===== config.mk =====
export PLATFORM = sky130hd
export DESIGN_NAME = regfile_dump_ctrl
export DESIGN_NICKNAME = d
export VERILOG_FILES = /design/src/rtl/regfile_dump_ctrl.sv
export SDC_FILE = /design/constraint.sdc
export NUM_CORES = 1
export LEC_CHECK = 0
export ABC_AREA = 0
export BUFFER_PORTS_ARGS = -buffer_cell sky130_fd_sc_hd__buf_2
export CORE_AREA = 2 2 67 76
export DETAILED_ROUTE_END_ITERATION = 16
export DIE_AREA = 0 0 69 78
export PLACE_DENSITY = 0.73
export SYNTH_ARGS = -nofsm -noshare
export SYNTH_HDL_FRONTEND = slang
export SYNTH_SLANG_ARGS = --single-unit
export TNS_END_PERCENT = 100

===== constraint.sdc =====
create_clock -name clk -period 1.78 [get_ports clk]
set_input_delay 0 -clock clk [delete_from_list [all_inputs] [get_ports clk]]
set_output_delay 0 -clock clk [all_outputs]
set_load 0.01 [all_outputs]

===== src/rtl/regfile_dump_ctrl.sv =====
// Debug read-out engine: on start, walks the register file one index per beat and
// streams each word over valid/ready. Define REGFILE_DUMP_CSUM_EN for a trailing XOR beat.
module regfile_dump_ctrl #(
    parameter int unsigned NUM_REGS = 32,
    parameter int unsigned ADDR_W   = 5,
    parameter int unsigned DATA_W   = 32
) (
    input  logic              clk,
    input  logic              rst,
    input  logic              start_i,
    output logic [ADDR_W-1:0] rf_addr_o,
    input  logic [DATA_W-1:0] rf_rdata_i,
    output logic [DATA_W-1:0] out_data_o,
    output logic [ADDR_W-1:0] out_idx_o,
    output logic              out_last_o,
    output logic              out_valid_o,
    input  logic              out_ready_i,
    output logic              busy_o,
    output logic              done_o
);

    localparam logic [ADDR_W-1:0] LastIdx = ADDR_W'(NUM_REGS - 1);

`ifdef REGFILE_DUMP_CSUM_EN
    typedef enum logic [2:0] {StIdle, StFetch, StSend, StDone, StCsum} state_e;
`else
    typedef enum logic [2:0] {StIdle, StFetch, StSend, StDone} state_e;
`endif

    state_e            state_q, state_d;
    logic [ADDR_W-1:0] idx_q, idx_d;
    logic [DATA_W-1:0] data_q, data_d;
    logic [ADDR_W-1:0] oidx_q, oidx_d;
    logic              last_q, last_d;
    logic              valid_q, valid_d;
`ifdef REGFILE_DUMP_CSUM_EN
    logic [DATA_W-1:0] acc_q, acc_d;
`endif

    always_comb begin
        state_d = state_q;
        idx_d   = idx_q;
        data_d  = data_q;
        oidx_d  = oidx_q;
        last_d  = last_q;
        valid_d = valid_q;
`ifdef REGFILE_DUMP_CSUM_EN
        acc_d   = acc_q;
`endif
        unique case (state_q)
            StIdle: begin
                if (start_i) begin
                    state_d = StFetch;
                    idx_d   = '0;
`ifdef REGFILE_DUMP_CSUM_EN
                    acc_d   = '0;
`endif
                end
            end
            StFetch: begin
                data_d  = rf_rdata_i;
                oidx_d  = idx_q;
                valid_d = 1'b1;
`ifdef REGFILE_DUMP_CSUM_EN
                last_d  = 1'b0;
                acc_d   = acc_q ^ rf_rdata_i;
`else
                last_d  = (idx_q == LastIdx);
`endif
                state_d = StSend;
            end
            StSend: begin
                if (out_ready_i) begin
                    valid_d = 1'b0;
                    last_d  = 1'b0;
                    if (idx_q == LastIdx) begin
`ifdef REGFILE_DUMP_CSUM_EN
                        // Checksum beat is loaded here so it is presented with no bubble.
                        data_d  = acc_q;
                        oidx_d  = '1;
                        last_d  = 1'b1;
                        valid_d = 1'b1;
                        state_d = StCsum;
`else
                        state_d = StDone;
`endif
                    end else begin
                        idx_d   = idx_q + 1'b1;
                        state_d = StFetch;
                    end
                end
            end
`ifdef REGFILE_DUMP_CSUM_EN
            StCsum: begin
                if (out_ready_i) begin
                    valid_d = 1'b0;
                    last_d  = 1'b0;
                    state_d = StDone;
                end
            end
`endif
            StDone:  state_d = StIdle;
            default: state_d = StIdle;
        endcase
    end

    always_ff @(posedge clk or negedge rst) begin
        if (!rst) begin
            state_q <= StIdle;
            idx_q   <= '0;
            data_q  <= '0;
            oidx_q  <= '0;
            last_q  <= 1'b0;
            valid_q <= 1'b0;
`ifdef REGFILE_DUMP_CSUM_EN
            acc_q   <= '0;
`endif
        end else begin
            state_q <= state_d;
            idx_q   <= idx_d;
            data_q  <= data_d;
            oidx_q  <= oidx_d;
            last_q  <= last_d;
            valid_q <= valid_d;
`ifdef REGFILE_DUMP_CSUM_EN
            acc_q   <= acc_d;
`endif
        end
    end

    // idx only moves on entry to FETCH, so it also holds the last driven address elsewhere.
    assign rf_addr_o   = idx_q;
    assign out_data_o  = data_q;
    assign out_idx_o   = oidx_q;
    assign out_last_o  = last_q;
    assign out_valid_o = valid_q;
    assign busy_o      = (state_q != StIdle);
    assign done_o      = (state_q == StDone);

endmodule

* Word level (Yosys, flattened, before mapping)
Index checks and enable logic that the tools add are counted.
** Storage, ports and cells
- Register bits after elaboration :: 47
- Input bits :: 36
- Output and inout port bits :: 46
- Word-level logic and storage cells :: 32
** Cells by class
- Add/subtract/negate cells :: 1
- Equality and inequality tests :: 7
- Muxes and demuxes :: 11
- Reduce and logical (&&, ||, !) cells :: 7
** Operators by type and width (count)
- 5-bit two-way mux :: 3
- 5-bit one-hot mux with 2 select lines :: 1
- 3-bit one-hot mux with 3 select lines :: 1
- 3-bit by 2-bit == test with 1-bit output (second input constant) :: 2
- 3-bit two-way mux :: 2
- 2-bit inequality test (second input constant) :: 3
- 5-bit by 1-bit adder with 5-bit output (second input constant) :: 1
- 5-bit == test (second input constant) :: 1
- 1-bit one-hot mux with 2 select lines :: 2
- 2-bit AND reduction :: 2
- 4-bit AND reduction :: 1
- 2-bit nonzero test :: 2
- 3-bit by 1-bit == test with 1-bit output (second input constant) :: 1
- 3-bit zero test :: 1
- 3-bit nonzero test :: 1
- 2-bit two-way mux :: 1
- 1-bit two-way mux :: 1

* Logic depth before layout (Yosys ltp)
- Depth after elaboration :: 4
- Depth in mapped cells :: 6
- Depth with buffers taken out :: 6

* Least setup slack after synthesis
OpenSTA, ideal clock, no wires.
- Path kind :: reg-to-reg
- From :: reg idx_q[0] (netlist: rf_addr_o[0])
- To :: reg idx_q[3] (netlist: rf_addr_o[3])
- Library setup time :: 0.069 ns
- Arrival :: 1.798 ns
- Data required time :: 1.711 ns
- Setup slack :: -0.087 ns
- Stages on the path, launching flop included :: 7
- Buffers on the path :: 0
- Period minus slack after synthesis :: 1.867 ns
- Path through :: dfrtp_1 > ha_1 > and3_1 > ha_1 > nand2b_4 > or4_1 > nand3_1
** On the way
- Cells in the longest elaborated chain, start to end :: 4
- Elaborated cells on any way between the ends :: 7
- Classes of those cells :: add/sub: 1; eq/ne: 2; mux: 3; reduce/logical: 1
** Ends and longest elaborated chain
- from (decl) :: RTL line 31 : logic [ADDR_W-1:0] idx_q, idx_d;
- from (signal assigned) :: RTL line 120 : idx_q <= idx_d;
- 5-bit by 1-bit adder with 5-bit output :: RTL line 88 : idx_d = idx_q + 1'b1;
- 5-bit two-way mux :: RTL line 76 : if (idx_q == LastIdx) begin
- 5-bit two-way mux :: RTL line 73 : if (out_ready_i) begin
- 5-bit one-hot mux with 2 select lines :: RTL line 50 : unique case (state_q)
Parallel ways exist; a longest one is shown, timed or not. The select of a mux whose other input is x is not followed.
A chain may end at the register's enable or synchronous reset.

* Worst setup path in the final report
- From :: reg idx_q[1] (netlist: rf_addr_o[1])
- To :: reg idx_q[3] (netlist: rf_addr_o[3])
Same word-level chain as after synthesis.

==> impl_metrics.env <==
export IMPL_combPwrFrac_pct=41.8
export IMPL_hpwl_um=3000
export IMPL_firstDrtPassIters=4
export IMPL_end_kind="flop"
export IMPL_power_frac_seq_pct=40.7
export IMPL_grt_max_degree=37
export IMPL_powerDensity_nw_per_um2=1540
export IMPL_ys_ff_latch=46
export IMPL_fp_row_count=26
export IMPL_drtIter0Drc=69
export IMPL_track_usage_pct=18.8
export IMPL_final_common_cell="nand2_1"
export IMPL_die_y_um=78
export IMPL_grt_setup_unrepaired="no"
export IMPL_syn_instance_count=205
export IMPL_synth_net_count=243
export IMPL_initial_core_util_pct=41.5
export IMPL_route_vias_total=1750
export IMPL_wirelength_um=4810
export IMPL_clkTransAtPathRegs_ns=0.08
export IMPL_cts_root_buffer="clkbuf_8"
export IMPL_netlist_area_um2=1890
export IMPL_grt_ovfl_total=0
export IMPL_yosysWarningCount=0
export IMPL_area_growth_pct=52.3
export IMPL_period_share_pct=96.2
export IMPL_intPower_mw=2.77
export IMPL_numCtsBuffers=5
export IMPL_p_sw_mw=1.66
export IMPL_fin_setup_tns_ns=0
export IMPL_gp_congestion=0.853
export IMPL_drt_drc_violations_left=0
export IMPL_arrival_ns=1.94
export IMPL_tightest_slew_ns=0.798
export IMPL_drive_above_1_share_pct=32.9
export IMPL_p_sw_share_pct=37.5
export IMPL_clock_skew_ns=0.00352
export IMPL_die_area_um2=5380
export IMPL_ctsLongestPathBuffers=2
export IMPL_synth_top_flop_cell="dfrtp_1"
export IMPL_crit_path_cell_trace="ha_4 > and3_1 > ha_2 > nand2b_4 > or4_1 > nand3_1"
export IMPL_power_leakage_nw=1.61
export IMPL_fin_ws_ns=0.0676
export IMPL_synth_avg_cell_area_um2=9.21
export IMPL_die_w_um=69
export IMPL_slew_headroom_pct=46.8
export IMPL_postRouteAntennaNets=0
export IMPL_yosysUniqueCellTypes=25
export IMPL_cpPeakStageDelay_ns=0.47
export IMPL_clock_sinks=46
export IMPL_netlist_top_cells_area="dfrtp_1 61%, nand2_1 23%, a22o_1 2.3%, buf_4 1.6%, ha_1 1.3%"
export IMPL_yosys_area_top_type="dfrtp_1"
export IMPL_post_place_ws_ns=0.0451
export IMPL_hold_class="input port to flop"
export IMPL_max_cap_violations=0
export IMPL_avgViaCountPerCell=4.56
export IMPL_grt_pass1_wl_um=8040
export IMPL_cts_tree="yes"
export IMPL_nNetsFinal=366
export IMPL_peakVddDrop_mv=0.768
export IMPL_htree_num_levels=2
export IMPL_synth_top_area_share_pct=61.0
export IMPL_clock_power_share_pct=17.5
export IMPL_slowest_stage="or4_1"
export IMPL_grt_pass1_vias=1762
export IMPL_async_flop_share_pct=100
export IMPL_setup_viol=0
export IMPL_final_cell_mix="116 x nand2_1, 81 x buf_2, 44 x dfrtp_1"
export IMPL_start_kind="flop"
export IMPL_antenna_found_initial=0
export IMPL_wl_per_cell_um=12.5
export IMPL_worstSkewPairLatency_ns=0.29
export IMPL_port_buffers=81
export IMPL_num_antenna_cells=0
export IMPL_ys_seq_area_share_pct=61.0
export IMPL_period_minus_slack_ns=1.71
export IMPL_max_freq_mhz=584
export IMPL_io_pins=82
export IMPL_path_class="flop to flop"
export IMPL_status="finished clean"
export IMPL_slew_viol_final=0
export IMPL_required_ns=2.01
export IMPL_core_um2=4550
export IMPL_synth_edff_count=0
export IMPL_hold_violations=0
export IMPL_crit_path_max_fanout=6
==> worst paths after layout <==
kind | end | from | slack (ns) | cells after the start
max | rf_addr_o[3] | rf_addr_o[1] | 0.07 | 6
min | state_q[0] | out_ready_i | 0.05 | 3
max reg2reg | rf_addr_o[3] | rf_addr_o[1] | 0.07 | 6
min reg2reg | out_data_o[15] | out_data_o[15] | 0.47 | 2
max in group asynchronous | out_data_o[15] | rst | 0.79 | 3
min in group asynchronous | out_data_o[27] | rst | 0.34 | 2
==> critical path, delay by kind of cell, from the launching register on <==
kind	cells	cell delay [ns]
AND/OR/NAND/NOR	4	0.88
flip-flops	1	0.43
adder cells (fa/ha/maj)	2	0.33
==> cell families (layout without fill, tap and decap cells) <==
logic type | count (synthesis) | after routing | synth area share (%)
multiplexers | 2 | 2 | 1.13
flip-flops | 46 | 46 | 61.0
adder cells (fa/ha/maj) | 2 | 2 | 1.33
AO/OA/AOI/OAI | 14 | 14 | 5.04
buffers and inverters | 10 | 133 | 3.05
AND/OR/NAND/NOR | 131 | 131 | 28.5
==> metal layers <==
metal  GRT usage (%)  share of wire, %  wire length [µm]
met4            8.63               2.2               105
met3            4.68               4.7               225
met2            33.8                53              2530
met5               0                 0                 0
met1            20.8                41              1950
==> per-stage QoR <==
step / util (%) / hold slack [ns] / instance area (µm²) / std cells / power [mW]
global placement: 52.7 / 0.129 / 2400 / 342 / 3.55
detailed placement: 52.7 / 0.132 / 2400 / 342 / 3.60
global route: 63.1 / 0.0755 / 2880 / 384 / 4.78
floorplan: - / -0.296 / 1910 / 205 / 2.83
finish: 63.1 / 0.0474 / 2880 / 384 / 4.43
CTS: 62.7 / 0.0360 / 2850 / 383 / 4.44
==> synth_stat cells, drive strengths merged, types with 2 or more instances <==
cell type,n
a21oi,3
a22o,5
buf,8
clkbuf,2
dfrtp,46
ha,2
nand2,116
nand2b,3
nand3,2
nor2,2
nor2b,2
o21ai,3
==> sequential cells by signal, indices dropped and copies added, names as in the netlist <==
signal / flops
out_last_o: 1
out_valid_o: 1
out_idx_o: 5
state_q: 2
rf_addr_o: 5
out_data_o: 32
==> timing repair <==
| item | 4_1_cts | 5_1_grt |
|---|---|---|
| endpoints found under the setup margin | 0 | 5 |
| gates resized for setup | 0 | 4 |
| hold buffers | 34 | 0 |
| buffers inserted | 0 | 1 |
| hold endpoints to repair | 67 | 0 |
==> power groups by stage <==
stage	Clock, mW	Combinational [mW]	Sequential (mW)
floorplan	0	0.824	2.01
global placement	0	1.76	1.79
detailed placement	0	1.78	1.82
CTS	0.794	1.85	1.79
global route	0.844	2.06	1.87
finish	0.775	1.85	1.80
==> layout make-up <==
type	instances	area [µm²]
fillers	407	1680
flip-flops and latches	46	1150
repair buffers	126	832
multi-input cells	149	707
clock buffers	6	82.6
well taps	56	70.1
clock inverters	1	30.0
(Power assumes the default switching activity.)
